**config.mk**
```make
export PLATFORM = sky130hd
export DESIGN_NAME = cordic_sincos_flat
export DESIGN_NICKNAME = d
export VERILOG_FILES = /design/src/rtl/cordic_sincos_if.sv /design/src/rtl/cordic_sincos.sv /design/src/flat_wrapper.sv
export SDC_FILE = /design/constraint.sdc
export NUM_CORES = 1
export LEC_CHECK = 0
export BUFFER_PORTS_ARGS = -buffer_cell sky130_fd_sc_hd__buf_2
export CELL_PAD_IN_SITES_DETAIL_PLACEMENT = 1
export CELL_PAD_IN_SITES_GLOBAL_PLACEMENT = 1
export CORE_ASPECT_RATIO = 0.8
export CORE_MARGIN = 5
export CORE_UTILIZATION = 25
export CTS_BUF_LIST = sky130_fd_sc_hd__clkbuf_4 sky130_fd_sc_hd__clkbuf_8
export DETAILED_ROUTE_END_ITERATION = 16
export PLACE_DENSITY_LB_ADDON = 0.1
export SLEW_MARGIN = 20
export SYNTH_ARGS = -nofsm -noshare
export SYNTH_HDL_FRONTEND = slang
export SYNTH_SLANG_ARGS = --single-unit
```
**constraint.sdc**
```tcl
create_clock -name clk -period 7.05 [get_ports clk]
set_clock_uncertainty 0.05 [all_clocks]
set_input_delay 1.0575 -clock clk [delete_from_list [all_inputs] [get_ports clk]]
set_output_delay 1.0575 -clock clk [all_outputs]
set_load 0.005 [all_outputs]
```
**src/rtl/cordic_sincos_if.sv**
```systemverilog
// rtl/cordic_sincos_if.sv - start/busy/done handshake and result bundle for the sin/cos CORDIC
interface cordic_sincos_if;
  logic               start;
  logic signed [31:0] angle;
  logic               busy;
  logic               done;
  logic signed [31:0] cos_out;
  logic signed [31:0] sin_out;
  logic               range_err;

  modport master (
    output start, angle,
    input  busy, done, cos_out, sin_out, range_err
  );

  modport slave (
    input  start, angle,
    output busy, done, cos_out, sin_out, range_err
  );
endinterface

```
**src/rtl/cordic_sincos.sv**
```systemverilog
// rtl/cordic_sincos.sv - iterative rotation-mode CORDIC, Q2.30 angle in, Q2.30 cos/sin out
module cordic_sincos #(
  parameter int ITER = 16
) (
  input  logic           clk,
  input  logic           reset,
  cordic_sincos_if.slave bus
);

  localparam logic signed [31:0] K_INIT    = 32'sd652032874;
  localparam logic signed [31:0] HALF_PI   = 32'sd1686629713;
  localparam logic        [3:0]  LAST_ITER = 4'(ITER - 1);

  typedef enum logic {IDLE, RUN} state_t;

  state_t             state_q, state_d;
  logic signed [31:0] x_q, x_d;
  logic signed [31:0] y_q, y_d;
  logic signed [31:0] z_q, z_d;
  logic        [3:0]  i_q, i_d;
  logic               oor_q, oor_d;
  logic               busy_q, busy_d;
  logic               done_q, done_d;
  logic               err_q, err_d;
  logic signed [31:0] cos_q, cos_d;
  logic signed [31:0] sin_q, sin_d;

  logic signed [31:0] x_shr, y_shr, atan_i;
  logic signed [31:0] x_nx, y_nx, z_nx;

  function automatic logic signed [31:0] atan_lookup(input logic [3:0] idx);
    case (idx)
      4'd0:    atan_lookup = 32'sd843314857;
      4'd1:    atan_lookup = 32'sd497837830;
      4'd2:    atan_lookup = 32'sd263043837;
      4'd3:    atan_lookup = 32'sd133525159;
      4'd4:    atan_lookup = 32'sd67021687;
      4'd5:    atan_lookup = 32'sd33543516;
      4'd6:    atan_lookup = 32'sd16775851;
      4'd7:    atan_lookup = 32'sd8388438;
      4'd8:    atan_lookup = 32'sd4194283;
      4'd9:    atan_lookup = 32'sd2097150;
      4'd10:   atan_lookup = 32'sd1048576;
      4'd11:   atan_lookup = 32'sd524288;
      4'd12:   atan_lookup = 32'sd262144;
      4'd13:   atan_lookup = 32'sd131072;
      4'd14:   atan_lookup = 32'sd65536;
      default: atan_lookup = 32'sd32768;
    endcase
  endfunction

  // One micro-rotation; direction follows the sign of the residual angle.
  always_comb begin
    x_shr  = x_q >>> i_q;
    y_shr  = y_q >>> i_q;
    atan_i = atan_lookup(i_q);
    if (!z_q[31]) begin
      x_nx = x_q - y_shr;
      y_nx = y_q + x_shr;
      z_nx = z_q - atan_i;
    end else begin
      x_nx = x_q + y_shr;
      y_nx = y_q - x_shr;
      z_nx = z_q + atan_i;
    end
  end

  always_comb begin
    state_d = state_q;
    x_d     = x_q;
    y_d     = y_q;
    z_d     = z_q;
    i_d     = i_q;
    oor_d   = oor_q;
    busy_d  = busy_q;
    done_d  = 1'b0;
    err_d   = err_q;
    cos_d   = cos_q;
    sin_d   = sin_q;
    case (state_q)
      IDLE: begin
        if (bus.start) begin
          state_d = RUN;
          x_d     = K_INIT;
          y_d     = '0;
          z_d     = bus.angle;
          i_d     = '0;
          oor_d   = (bus.angle > HALF_PI) || (bus.angle < -HALF_PI);
          busy_d  = 1'b1;
        end
      end
      RUN: begin
        x_d = x_nx;
        y_d = y_nx;
        z_d = z_nx;
        i_d = i_q + 4'd1;
        if (i_q == LAST_ITER) begin
          state_d = IDLE;
          busy_d  = 1'b0;
          done_d  = 1'b1;
          err_d   = oor_q;
          // Out-of-range requests still burn the full latency but report zeros.
          cos_d   = oor_q ? 32'sd0 : x_nx;
          sin_d   = oor_q ? 32'sd0 : y_nx;
        end
      end
      default: state_d = IDLE;
    endcase
  end

  always_ff @(posedge clk or negedge reset) begin
    if (!reset) begin
      state_q <= IDLE;
      x_q     <= '0;
      y_q     <= '0;
      z_q     <= '0;
      i_q     <= '0;
      oor_q   <= 1'b0;
      busy_q  <= 1'b0;
      done_q  <= 1'b0;
      err_q   <= 1'b0;
      cos_q   <= '0;
      sin_q   <= '0;
    end else begin
      state_q <= state_d;
      x_q     <= x_d;
      y_q     <= y_d;
      z_q     <= z_d;
      i_q     <= i_d;
      oor_q   <= oor_d;
      busy_q  <= busy_d;
      done_q  <= done_d;
      err_q   <= err_d;
      cos_q   <= cos_d;
      sin_q   <= sin_d;
    end
  end

  assign bus.busy      = busy_q;
  assign bus.done      = done_q;
  assign bus.range_err = err_q;
  assign bus.cos_out   = cos_q;
  assign bus.sin_out   = sin_q;

endmodule
```
**src/flat_wrapper.sv**
```systemverilog
// flat-port wrapper written by rule: the top's interface ports become plain ports
module cordic_sincos_flat 
#(
  parameter int ITER = 16
)
  (clk, reset, bus_start, bus_angle, bus_busy, bus_done, bus_cos_out, bus_sin_out, bus_range_err);
  cordic_sincos_if bus_i ();
  input  logic clk;
  input  logic reset;
  input wire logic [$bits(bus_i.start)-1:0] bus_start;
  input wire logic [$bits(bus_i.angle)-1:0] bus_angle;
  output wire logic [$bits(bus_i.busy)-1:0] bus_busy;
  output wire logic [$bits(bus_i.done)-1:0] bus_done;
  output wire logic [$bits(bus_i.cos_out)-1:0] bus_cos_out;
  output wire logic [$bits(bus_i.sin_out)-1:0] bus_sin_out;
  output wire logic [$bits(bus_i.range_err)-1:0] bus_range_err;
  assign bus_i.start = bus_start;
  assign bus_i.angle = bus_angle;
  assign bus_busy = bus_i.busy;
  assign bus_done = bus_i.done;
  assign bus_cos_out = bus_i.cos_out;
  assign bus_sin_out = bus_i.sin_out;
  assign bus_range_err = bus_i.range_err;
  cordic_sincos #(.ITER(ITER)) u_core (.clk(clk), .reset(reset), .bus(bus_i));
endmodule
```
# Yosys cells after proc, flatten, opt, wreduce, memory -nomap -nowiden
# Memories as Yosys holds them, arrays and structs flattened.
# Cells that the tools add are included.
[word_totals]
out_inout_bits = 67
mem_count = 1
register_bits = 169
inputBits = 35
elab_cells = 52
mem_bits_ro = 480
[memory_table]
columns = ["memory", "depth", "width", "read_ports", "rd_ports_with_merged_regs", "wr", "line_no", "text"]
rows = [
  ["(no name shown)", 16, 30, 1, 0, 0, "cordic_sincos.sv:32", "case (idx)"],
]
[op_classes]
magnitude_cmp = 2
addsub = 7
n_reduce_logical = 4
eq_ne = 3
bitwise_logic = 1
n_shift = 2
mux = 21
[op_table]
columns = ["op", "n"]
rows = [
  ["32-bit two-way mux", 8],
  ["32-bit case mux with 2 select lines", 3],
  ["32-bit adder", 3],
  ["32-bit subtractor", 3],
  ["32-bit by 4-bit >>> shifter with 32-bit output", 2],
  ["32-bit greater-than comparator, second input constant", 1],
  ["32-bit less-than comparator, second input constant", 1],
  ["4-bit case mux with 2 select lines", 1],
  ["1-bit two-way mux", 6],
  ["2-bit AND reduction", 3],
  ["4-bit by 1-bit adder with 4-bit output, second input constant", 1],
  ["4-bit equality test, second input constant", 1],
  ["4-bit two-way mux", 1],
  ["2-bit inequality test, second input constant", 2],
  ["1-bit case mux with 2 select lines", 2],
  ["1-bit logical OR", 1],
  ["1-bit inverter", 1],
]

# Longest topological paths before layout
[depth]
depth_word = 4
mapped_depth = 29
ltp_nobuf = 23

# Worst setup path after synthesis
# OpenSTA, ideal clock, no wires.
[synth_path]
path_type = "reg2reg"
from = "register u_core.i_q[2]"
to = "register u_core.sin_q[29], in the netlist u_core.bus.sin_out[29]"
required_ps = 6879
slack_ps = 984
n_path_buf = 9
stages_incl_launch_ff = 29
setup_time_ps = 121
synth_period_minus_slack_ps = 6066
t_arrival_ps = 5895
path_cell_list = "dfrtp_1 buf_2 buf_1 buf_2 buf_1 buf_2 buf_2 buf_2 buf_1 buf_1 nor2_1 a31o_2 ha_1 nand2_1 nor2_1 and2_1 a31oi_1 xnor2_1 ha_1 a211oi_1 o21ai_0 a41oi_1 a21oi_1 o21a_1 o2111a_1 o32ai_1 o21ai_0 xor2_1 a22o_1"
[synth_between]
elab_chain_len = 4
elab_cells_between_ends = 7
classes_between = "add/sub: 2; eq/ne: 1; shift: 1; mux: 2; reduce/logical: 1"
[synth_lines]
columns = ["item", "line_no", "text"]
rows = [
  ["from (decl)", "cordic_sincos.sv:20", "logic [3:0] i_q, i_d;"],
  ["from (signal assigned)", "cordic_sincos.sv:129", "i_q <= i_d;"],
  ["32-bit by 4-bit >>> shifter with 32-bit output", "cordic_sincos.sv:54", "x_shr = x_q >>> i_q;"],
  ["32-bit adder / 32-bit subtractor (equally long branches)", "cordic_sincos.sv:59, cordic_sincos.sv:63", ""],
  ["32-bit two-way mux", "cordic_sincos.sv:57", "if (!z_q[31]) begin"],
  ["32-bit two-way mux", "cordic_sincos.sv:104", "sin_d = oor_q ? 32'sd0 : y_nx;"],
  ["to (signal assigned)", "cordic_sincos.sv:135", "sin_q <= sin_d;"],
  ["to (decl)", "cordic_sincos.sv:26", "logic signed [31:0] sin_q, sin_d;"],
]
# Parallel ways exist; a longest one is shown, timed or not.
# A chain may end at the register's enable or synchronous reset.

# Worst setup path after layout
[layout_path]
from = "register u_core.i_q[3]"
to = "register u_core.sin_q[29], in the netlist u_core.bus.sin_out[29]"
# The elaborated chain is that of the path after synthesis.

==> flow_metrics.tcl <==
set metrics [dict create \
    violation_count_after_the_first_detailed_route_iteration 1060 \
    fin_tns_setup_ps 0 \
    design.portCount 102 \
    synth_seq_area_share_pct 23.9 \
    max-clock-path-buffers 2 \
    area_growth_synth_to_finish_pct 10.1 \
    final-setup-viol-count 0 \
    tritoncts.num_buffers 17 \
    synthesized_area_fraction_occupied_by_ao_oa_aoi_and_oai_cells_pct 22.9 \
    met3_length_um 2640 \
    fp.dieH_um 248 \
    cp.required_ps 7490 \
    routedLengthMet1_um 36300 \
    placementRows 87 \
    post_drt_via_cell_ratio 5.32 \
    cts_setup_buffers 0 \
    synthesized_netlist_net_count 2217 \
    synth_area_in_simple_gates_pct 17.2 \
    min_period_over_period_pct 89.9 \
    syn-instance-count 2062 \
    cap_viol_max_count 0 \
    async_reset_ff_share_pct 100 \
    rsz0062_at_grt "false" \
    synth_top_family_by_area "compound AO/OA/AOI/OAI gates" \
    antenna-diode-count 0 \
    wl_per_cell_um 22.1 \
    drt_pre_antenna_iters 5 \
    synth_ff_type "dfrtp_1" \
    transition_time_at_the_pin_with_the_least_slew_margin_ps 1020 \
    postSynthAreaPerCell_um2 8.58 \
    insertion_delay_of_the_later_clocked_pin_in_the_worst_skew_pair_ps 580 \
    tritoncts_num_sinks 169 \
    via_count 16100 \
    drt-total-wl_um 67100 \
    design.die.area_mm2 0.0762 \
    clock_tree_from_tritoncts "yes" \
    status "completed" \
    io_buffers 101 \
    worst_setup_hold_path_clk_slew_ps 120 \
    grtUsageTotal_pct 17.5 \
    crit_fanout 54 \
    place.gp.congestion 0.849 \
    criticalPathCategory "flop to flop" \
    first_global_vias 16600 \
    dp_hpwl_um 51400 \
    slew_headroom_pct 31.8 \
    finalHoldViolations 0 \
    finalNetCount 2245 \
    topRoutingLayerUsed "met4" \
    cts_max_level 4 \
    post_synthesis_share_of_cell_area_spent_on_xor_and_xnor_gates_pct 7.86 \
    initial_utilization_pct 25.2 \
    critPathArrivalTime_ps 6770 \
    cts_root_buf "clkbuf_8" \
    flop_and_latch_count_out_of_synthesis 169 \
    synth_area_mm2 0.0177 \
    ys.warnings.count 0 \
    worst_setup_path_start_kind "flop" \
    antenna_violating_nets_post_route 0 \
    core_area_mm2 0.0703 \
    cts.hold.buffers_added 0 \
    die_w_um 307 \
    synthAdderAreaFrac_pct 8.62 \
    count_of_flip_flops_with_a_built_in_enable_after_synthesis 0 \
    achievable-frequency_ghz 0.158 \
    hp-class "input port to asynchronous set/reset pin" \
    grt_pass1_wl_um 104000 \
    layout_min_cycle_time_ps 6340 \
    globalRoute.totalOverflow 0 \
    synth_mux_area_share_pct 15.2 \
    maximum_number_of_pins_on_one_net_before_global_route_repair 68 \
    drt_drc_violations_left 0 \
    dr_wl_met2_um 27500 \
    drive_gt1_share_pct 14.7 \
    cts.repair.resized 0 \
    yosysUniqueCellTypes 86 \
    setup.worst_path.end_class "flop" \
    grt_antenna_before_repair 0 \
    drv_slew 0 \
]
[cells in the final DEF (no fill, tap or decap), drive strengths merged, types with 14 or more instances in the layout]
cell type	count
nand2	216
nor2	175
dfrtp	169
a21oi	153
o21ai	142
buf	130
ha	117
xnor2	104
mux4	69
mux2i	66
inv	56
xor2	53
a22o	50
nor3	50
a21o	48
mux2	41
a31oi	36
and3	32
nand3	28
o21a	26
and2	26
o31ai	26
nor2b	25
a211oi	25
nand2b	21
clkbuf	20
or3	16
o22ai	15
o211ai	14
[cell families (layout without fill, tap and decap cells)]
family | count (synthesis) | count (layout)
DFF | 169 | 169
muxes | 176 | 176
AOI/OAI and AO/OA | 620 | 620
buffers and inverters | 174 | 214
xor gates and xnor gates | 157 | 157
and+or+nand+nor | 646 | 646
adders and majority gates | 120 | 120
[per-layer routing]
layer | vias up | track usage [%]
met5 | - | 0
met4 | 0 | 3.34
met3 | 27 | 2.94
met2 | 275 | 25.1
met1 | 8153 | 27.5
li1 | 7684 | -
[metrics by stage]
stage	worst slack (ps)	hold WS (ps)	instances	utilization (%)	instance area, µm²
CTS	728	347	3036	27.7	19500
global route	317	389	3036	27.7	19500
global placement	757	415	3005	27.1	19100
detailed placement	769	417	3005	27.1	19100
floorplan	984	420	2062	-	17700
finish	713	400	3036	27.7	19500
[sequential cells by signal, summed over array words and instances (netlist names)]
name / flops
u_core.bus.range_err: 1
u_core.y_q: 32
u_core.i_q: 4
u_core.bus.busy: 1
u_core.oor_q: 1
u_core.bus.sin_out: 32
u_core.x_q: 32
u_core.state_q: 1
u_core.z_q: 32
u_core.bus.cos_out: 32
u_core.bus.done: 1
[synth_stat cells, drive strengths merged, types with 52 or more instances]
library cell,instances,area [µm²]
xnor2,104,926
mux2i,66,661
a21oi,153,766
mux4,69,1570
dfrtp,169,4230
inv,52,195
xor2,53,464
o21ai,142,711
buf,53,319
nor2,175,657
clkbuf,69,259
ha,117,1460
nand2,216,811
[final timing paths]
| path | start | slack [ps] | cells after the start | endpoint |
|---|---|---|---|---|
| max | u_core.i_q[3] | 710 | 21 | u_core.bus.sin_out[29] |
| min | reset | 400 | 1 | u_core.z_q[25] |
| max reg2reg | u_core.i_q[3] | 710 | 21 | u_core.bus.sin_out[29] |
| min reg2reg | u_core.bus.range_err | 430 | 2 | u_core.bus.range_err |
| max in group asynchronous | reset | 5230 | 2 | u_core.y_q[11] |
| min in group clk | u_core.bus.range_err | 430 | 2 | u_core.bus.range_err |
[cell type report]
| type | count | area (µm²) |
|---|---|---|
| Fill cell | 8287 | 50800 |
| Tap cell | 934 | 1170 |
| Multi-Input combinational cell | 1719 | 12700 |
| Clock inverter | 12 | 166 |
| Sequential cell | 169 | 4240 |
| Inverter | 52 | 195 |
| Clock buffer | 19 | 255 |
| Timing Repair Buffer | 131 | 754 |
[critical path: stages (launching register included)]
cell,delay [ps]
dfrtp_2,880
buf_12,350
nand2b_1,360
nor3_1,100
or4_1,600
o211ai_1,230
and2_1,210
nor2_1,70
and2_1,200
a31oi_1,230
xnor2_1,180
ha_1,340
a211oi_1,360
o21ai_0,150
a41oi_1,270
a21oi_1,150
o21a_1,210
o2111a_1,260
o32ai_1,410
o21ai_0,190
xor2_1,180
a22o_1,210
Power is left out: the tool's default activity adds up to more than one toggle a clock period on the data nets, which glitch-free logic cannot reach.
